File: src/rtl/mult_share_arb_pkg.sv
// Shared-multiplier arbiter: FSM state encoding, default sizing and index-width helper.
package mult_share_arb_pkg;

   localparam int unsigned DEF_N           = 3;
   localparam int unsigned DEF_W           = 4;
   localparam int unsigned DEF_WDOG_CYCLES = 64;

   typedef enum logic [1:0] {
      ST_IDLE      = 2'd0,
      ST_WAIT_LOW  = 2'd1,
      ST_WAIT_HIGH = 2'd2
   } state_t;

   // Width of an index into n items; never zero so N=1-style corners still elaborate.
   function automatic int unsigned idx_w(input int unsigned n);
      return (n < 2) ? 32'd1 : $clog2(n);
   endfunction

endpackage

File: src/rtl/mult_share_arbiter_if.sv
// Requester-side bundle of the shared-multiplier arbiter (clients are master, arbiter is slave).
interface mult_share_arbiter_if
   import mult_share_arb_pkg::*;
#(
   parameter int unsigned N = DEF_N,
   parameter int unsigned W = DEF_W
);

   logic [N-1:0]   req;
   logic [N*W-1:0] a_in;
   logic [N*W-1:0] b_in;
   logic [N-1:0]   gnt;
   logic [N-1:0]   done;
   logic [2*W-1:0] result;
   logic           busy;

   modport master (
      output req, a_in, b_in,
      input  gnt, done, result, busy
   );

   modport slave (
      input  req, a_in, b_in,
      output gnt, done, result, busy
   );

endinterface

File: src/rtl/mult_rr_pick.sv
// Combinational round-robin pick: first set request after index last_i, wrapping modulo N.
module mult_rr_pick
   import mult_share_arb_pkg::*;
#(
   parameter  int unsigned N  = DEF_N,
   localparam int unsigned IW = idx_w(N)
) (
   input  logic [N-1:0]  req_i,
   input  logic [IW-1:0] last_i,
   output logic [IW-1:0] winner_o,
   output logic          valid_o
);

   always_comb begin
      winner_o = '0;
      valid_o  = 1'b0;
      for (int unsigned k = 1; k <= N; k++) begin
         if (!valid_o && req_i[IW'((32'(last_i) + k) % N)]) begin
            valid_o  = 1'b1;
            winner_o = IW'((32'(last_i) + k) % N);
         end
      end
   end

endmodule

File: src/rtl/mult_share_arbiter.sv
// Round-robin sequencer sharing one Add_Shift_Mult between N requesters.
// Optional watchdog abort (err output) enabled by defining MULT_SHARE_ARB_WDOG_EN.
module mult_share_arbiter
   import mult_share_arb_pkg::*;
#(
   parameter int unsigned N           = DEF_N,
   parameter int unsigned W           = DEF_W,
   parameter int unsigned WDOG_CYCLES = DEF_WDOG_CYCLES
) (
   input  logic                 clk,
   input  logic                 rst,
   mult_share_arbiter_if.slave  bus,
   output logic                 mult_start,
   output logic [W-1:0]         mult_a,
   output logic [W-1:0]         mult_b,
   input  logic [2*W-1:0]       mult_result,
`ifdef MULT_SHARE_ARB_WDOG_EN
   output logic                 err,
`endif
   input  logic                 mult_ready
);

   localparam int unsigned IW = idx_w(N);

   state_t          state_q, state_d;
   logic [N-1:0]    gnt_q, gnt_d;
   logic [N-1:0]    done_q, done_d;
   logic [2*W-1:0]  result_q, result_d;
   logic            start_q, start_d;
   logic [W-1:0]    a_q, a_d;
   logic [W-1:0]    b_q, b_d;
   logic [IW-1:0]   owner_q, owner_d;
   logic [IW-1:0]   last_q, last_d;

   logic [IW-1:0]   pick_winner;
   logic            pick_valid;
   logic [W-1:0]    a_arr [N];
   logic [W-1:0]    b_arr [N];

`ifdef MULT_SHARE_ARB_WDOG_EN
   localparam int unsigned   CW        = idx_w(WDOG_CYCLES);
   localparam logic [CW-1:0] WDOG_LAST = CW'(WDOG_CYCLES - 1);
   logic [CW-1:0] cnt_q, cnt_d;
   logic          err_q, err_d;
`else
   localparam int unsigned wdog_unused = WDOG_CYCLES;
`endif

   for (genvar g = 0; g < N; g++) begin : g_unpack
      assign a_arr[g] = bus.a_in[g*W +: W];
      assign b_arr[g] = bus.b_in[g*W +: W];
   end

   mult_rr_pick #(.N(N)) u_pick (
      .req_i    (bus.req),
      .last_i   (last_q),
      .winner_o (pick_winner),
      .valid_o  (pick_valid)
   );

   always_comb begin
      state_d  = state_q;
      gnt_d    = '0;
      done_d   = '0;
      start_d  = 1'b0;
      result_d = result_q;
      a_d      = a_q;
      b_d      = b_q;
      owner_d  = owner_q;
      last_d   = last_q;
      unique case (state_q)
         ST_IDLE: begin
            if (pick_valid) begin
               gnt_d[pick_winner] = 1'b1;
               a_d     = a_arr[pick_winner];
               b_d     = b_arr[pick_winner];
               start_d = 1'b1;
               owner_d = pick_winner;
               last_d  = pick_winner;
               state_d = ST_WAIT_LOW;
            end
         end
         ST_WAIT_LOW: begin
            if (!mult_ready) state_d = ST_WAIT_HIGH;
         end
         ST_WAIT_HIGH: begin
            if (mult_ready) begin
               result_d        = mult_result;
               done_d[owner_q] = 1'b1;
               state_d         = ST_IDLE;
            end
         end
         default: state_d = ST_IDLE;
      endcase
`ifdef MULT_SHARE_ARB_WDOG_EN
      // Normal completion on the same edge takes precedence over the abort.
      cnt_d = '0;
      err_d = 1'b0;
      if (state_q != ST_IDLE && state_d != ST_IDLE) begin
         if (cnt_q == WDOG_LAST) begin
            done_d[owner_q] = 1'b1;
            err_d           = 1'b1;
            result_d        = '0;
            state_d         = ST_IDLE;
         end else begin
            cnt_d = cnt_q + 1'b1;
         end
      end
`endif
   end

   always_ff @(posedge clk) begin
      if (rst) begin
         state_q  <= ST_IDLE;
         gnt_q    <= '0;
         done_q   <= '0;
         result_q <= '0;
         start_q  <= 1'b0;
         a_q      <= '0;
         b_q      <= '0;
         owner_q  <= '0;
         last_q   <= IW'(N - 1);
`ifdef MULT_SHARE_ARB_WDOG_EN
         cnt_q    <= '0;
         err_q    <= 1'b0;
`endif
      end else begin
         state_q  <= state_d;
         gnt_q    <= gnt_d;
         done_q   <= done_d;
         result_q <= result_d;
         start_q  <= start_d;
         a_q      <= a_d;
         b_q      <= b_d;
         owner_q  <= owner_d;
         last_q   <= last_d;
`ifdef MULT_SHARE_ARB_WDOG_EN
         cnt_q    <= cnt_d;
         err_q    <= err_d;
`endif
      end
   end

   assign bus.gnt    = gnt_q;
   assign bus.done   = done_q;
   assign bus.result = result_q;
   assign bus.busy   = (state_q != ST_IDLE);
   assign mult_start = start_q;
   assign mult_a     = a_q;
   assign mult_b     = b_q;
`ifdef MULT_SHARE_ARB_WDOG_EN
   assign err        = err_q;
`endif

endmodule

File: src/flat_wrapper.sv
// flat-port wrapper written by rule: the top's interface ports become plain ports
module mult_share_arbiter_flat import mult_share_arb_pkg::*;
#(
   parameter int unsigned N           = DEF_N,
   parameter int unsigned W           = DEF_W,
   parameter int unsigned WDOG_CYCLES = DEF_WDOG_CYCLES
)
  (clk, rst, mult_start, mult_a, mult_b, mult_result, mult_ready, bus_req, bus_a_in, bus_b_in, bus_gnt, bus_done, bus_result, bus_busy);
  mult_share_arbiter_if #(.N(N), .W(W)) bus_i ();
  input  logic clk;
  input  logic rst;
  output logic mult_start;
  output logic [W-1:0] mult_a;
  output logic [W-1:0] mult_b;
  input  logic [2*W-1:0] mult_result;
  input  logic mult_ready;
  input wire logic [$bits(bus_i.req)-1:0] bus_req;
  input wire logic [$bits(bus_i.a_in)-1:0] bus_a_in;
  input wire logic [$bits(bus_i.b_in)-1:0] bus_b_in;
  output wire logic [$bits(bus_i.gnt)-1:0] bus_gnt;
  output wire logic [$bits(bus_i.done)-1:0] bus_done;
  output wire logic [$bits(bus_i.result)-1:0] bus_result;
  output wire logic [$bits(bus_i.busy)-1:0] bus_busy;
  assign bus_i.req = bus_req;
  assign bus_i.a_in = bus_a_in;
  assign bus_i.b_in = bus_b_in;
  assign bus_gnt = bus_i.gnt;
  assign bus_done = bus_i.done;
  assign bus_result = bus_i.result;
  assign bus_busy = bus_i.busy;
  mult_share_arbiter #(.N(N), .W(W), .WDOG_CYCLES(WDOG_CYCLES)) u_core (.clk(clk), .rst(rst), .bus(bus_i), .mult_start(mult_start), .mult_a(mult_a), .mult_b(mult_b), .mult_result(mult_result), .mult_ready(mult_ready));
endmodule
File: config.mk
export PLATFORM = sky130hd
export DESIGN_NAME = mult_share_arbiter_flat
export DESIGN_NICKNAME = d
export VERILOG_FILES = /design/src/rtl/mult_share_arb_pkg.sv /design/src/rtl/mult_share_arbiter_if.sv /design/src/rtl/mult_rr_pick.sv /design/src/rtl/mult_share_arbiter.sv /design/src/flat_wrapper.sv
export SDC_FILE = /design/constraint.sdc
export NUM_CORES = 1
export LEC_CHECK = 0
export BUFFER_PORTS_ARGS = -buffer_cell sky130_fd_sc_hd__buf_4
export CORE_UTILIZATION = 30
export CTS_CLUSTER_SIZE = 10
export DETAILED_ROUTE_END_ITERATION = 8
export HOLD_SLACK_MARGIN = 0.02
export PLACE_DENSITY_LB_ADDON = 0.08
export SKIP_CTS_REPAIR_TIMING = 1
export SYNTH_ARGS = -nofsm -noshare
export SYNTH_HDL_FRONTEND = slang
export SYNTH_HIERARCHICAL = 1
export SYNTH_SLANG_ARGS = --single-unit
File: constraint.sdc
create_clock -name clk -period 5.8 [get_ports clk]
set_input_delay 0.29 -clock clk [delete_from_list [all_inputs] [get_ports clk]]
set_output_delay 0.29 -clock clk [all_outputs]
set_load 0.05 [all_outputs]
==> impl_metrics.ini <==
[global_route]
track_usage = 0.132
grt_start_max_net_pins = 28
grt_pass1_vias = 1017
antenna_found_initial = 0
grt_pass1_wl_um = 4600
grt.overflow.total = 0

[worst_hold_path]
hold_depth = 2
hold_class = in -> reg
whs_endpoint = u_core/state_q[1]
hp-start = mult_ready

[layout]
area_growth_pct = 38.7
fillers = 409
nets = 228
antenna_cells = 0
seq_area_um2 = 561
drive_gt1_frac = 0.390
multi_input_area_um2 = 661

[pwr]
p_int_mw = 0.424
combinationalPowerShare = 0.423
power.density_nw_per_um2 = 369
p_leak_nw = 0.872
swShare = 0.373
p_clk_frac = 0.225
peakVddDrop_uv = 133
switchingPower_mw = 0.253
p_seq_frac = 0.352

[critical_path]
r2r-end = u_core/mult_b[1]
critPathRequiredTime_ns = 5.98
ff2ff_path_depth = 7
rrSetupSlack_ns = 3.30
crit_path_start = u_core/owner_q[0]
end_kind = flip-flop
arrival_ns = 2.68
r2r_start = u_core/owner_q[0]
critPathMaxFanout = 18
cp-start-kind = flip-flop
setup.worst_path.class = reg -> reg

[placement]
gp_congestion = 0.689
dpl.hpwl_um = 2190
numPortBuffers = 61

[route]
drtPass1Iterations = 4
route.detailed.vias_per_inst = 4.81
wirelength_um = 3010
drt_iter0_drc = 40
drtAntennaViolNets = 0
num_vias = 1141
routedWlPerCell_um = 12.7
drc = 0

[floorplanning]
start_util = 0.322
ios = 62
die_x_um = 68.4
dieArea_um2 = 4680
die_y_um = 68.4
core_area_um2 = 4120
row_count = 23

[synthesis]
synth_top_area_frac = 0.423
yosys.area.top_type = dfxtp_1
synth_area_leaders = dfxtp_1 (42%), mux2i_1 (13%), buf_6 (5.1%)
ys_warn_count = 6
yosysSeqAreaShare = 0.423
synth_nets = 171
synth_cells = 131
ys_types = 35
ys_ff_latch = 28
synth_area_per_cell_um2 = 10.1
synthesis.area_um2 = 1320

[timing]
finalSetupViolCount = 0
finalHoldViolations = 0
timing.final.crit_period_ns = 2.50
fmax_mhz = 400
rsz0062_at_grt = no
max_slew_margin = 0.538
final.setup.tns_ns = 0
tightest_slew_ns = 0.692
drv_slew = 0
final.setup_skew_ns = 0.00300
hold-worst-slack_ns = 0.185
finalCritPeriodShare = 0.432

[clock_network]
cts.sinks = 28
clock_latency_ns = 0.27
path_clk_slew_ns = 0.10
htreeDepth = 1
cts_tree = built
numCtsBuffers = 3
root_buffer = clkbuf_8
cts_buffer_depth = 2

[job]
drv_cap = 0

[run_status]
outcome = complete, no violations
[layout by cell type (no fill, tap or decap), drive strengths merged, types with 2 or more instances in the layout]
cell,instances
buf,62
ha,2
mux2i,17
nand2,5
nor4b,3
nor2,18
clkbuf,3
nor2b,2
dfxtp,28
a2bb2oi,7
a21oi,6
nor3,3
nor4,2
o21ai,3
a211oi,7
nand3b,2
inv,4
[critical path, cell delays in order (launching register included)]
cell and delay (ns):
dfxtp_1 0.42, inv_1 0.07, ha_1 0.37, maj3_2 0.33, a21oi_1 0.22, nor3b_4 0.64
nor2_1 0.10, a211oi_1 0.26
[worst max-delay path by stage]
stage / to / slack, ns / cells past startpoint
global placement: u_core/mult_a[3] / 3.42 / 7
finish: u_core/mult_b[1] / 3.30 / 7
CTS: u_core/mult_b[1] / 3.26 / 7
floorplan: u_core/last_q[1] / 3.72 / 8
global route: u_core/mult_b[1] / 3.05 / 7
detailed placement: u_core/mult_b[1] / 3.31 / 7
[cell usage after synthesis]
library cell   n
dfxtp_1       28
mux2i_1       17
nor2_1        17
a211oi_1       7
a2bb2oi_1      7
a21oi_1        6
buf_6          6
nand2_1        5
inv_1          4
nor3_1         3
clkbuf_1       2
ha_1           2
nand3b_1       2
nor2b_1        2
nor4b_1        2
o21ai_0        2
a21boi_0       1
and2_1         1
buf_4          1
clkbuf_2       1
maj3_2         1
nand2b_1       1
nand3_1        1
nor2_4         1
nor3b_4        1
nor4_1         1
nor4_2         1
nor4b_4        1
o211a_1        1
o21ai_1        1
o311a_2        1
o32a_1         1
or2_2          1
or3b_1         1
xnor2_1        1
[metal layers]
| layer | wire length [µm] | global-route usage | part of all wire | vias to the layer above |
|---|---|---|---|---|
| li1 | - | - | - | 580 |
| met1 | 1300 | 0.161 | 0.43 | 525 |
| met2 | 1570 | 0.230 | 0.52 | 34 |
| met3 | 129 | 0.0250 | 0.043 | 2 |
| met4 | 19 | 0.0391 | 0.0063 | 0 |
| met5 | 0 | 0 | 0 | - |
[cells by family (layout without fill, tap and decap cells)]
logic type      Yosys count  after routing  synth area share
mux                      17             17             0.129
compound gates           27             27             0.149
buf+inv                  14             70            0.0775
flops                    28             28             0.423
xor+xnor                  1              1           0.00662
fa+ha+maj                 3              3            0.0274
simple gates             41             41             0.187
[registers in the layout, summed over array words and instances, names as in the netlist]
name,count
u_core/mult_start,1
u_core/state_q,2
u_core/mult_a,4
u_core/mult_b,4
u_core/bus.done,3
u_core/bus.result,8
u_core/owner_q,2
u_core/last_q,1
u_core/bus.gnt,3
[power by group through the flow]
stage / clock, mW / sequential, mW / combinational (mW)
final: 0.152 / 0.238 / 0.286
after global routing: 0.165 / 0.243 / 0.309
after CTS: 0.158 / 0.239 / 0.290
after detailed placement: 0 / 0.242 / 0.289
after global placement: 0 / 0.242 / 0.284
after floorplan: 0 / 0.312 / 0.155
[cell type report]
type / instances / share of cell area
multi-input combinational: 89 / 0.360
sequential: 28 / 0.305
timing repair buffer: 62 / 0.254
tap: 50 / 0.0341
clock buffer: 3 / 0.0225
clock inverter: 1 / 0.0164
inverter: 4 / 0.00818
[per-stage QoR]
| stage | total power [mW] | cells | util | instance area [µm²] | setup slack (ns) |
|---|---|---|---|---|---|
| 6_report | 0.677 | 237 | 0.446 | 1840 | 3.30 |
| 4_1_cts | 0.686 | 237 | 0.446 | 1840 | 3.26 |
| 2_1_floorplan | 0.467 | 131 | - | 1320 | 3.72 |
| 3_3_place_gp | 0.526 | 233 | 0.429 | 1760 | 3.42 |
| 5_1_grt | 0.716 | 237 | 0.446 | 1840 | 3.05 |
| 3_5_place_dp | 0.531 | 233 | 0.429 | 1760 | 3.31 |
Note: power is estimated with default switching activity, not from simulation.
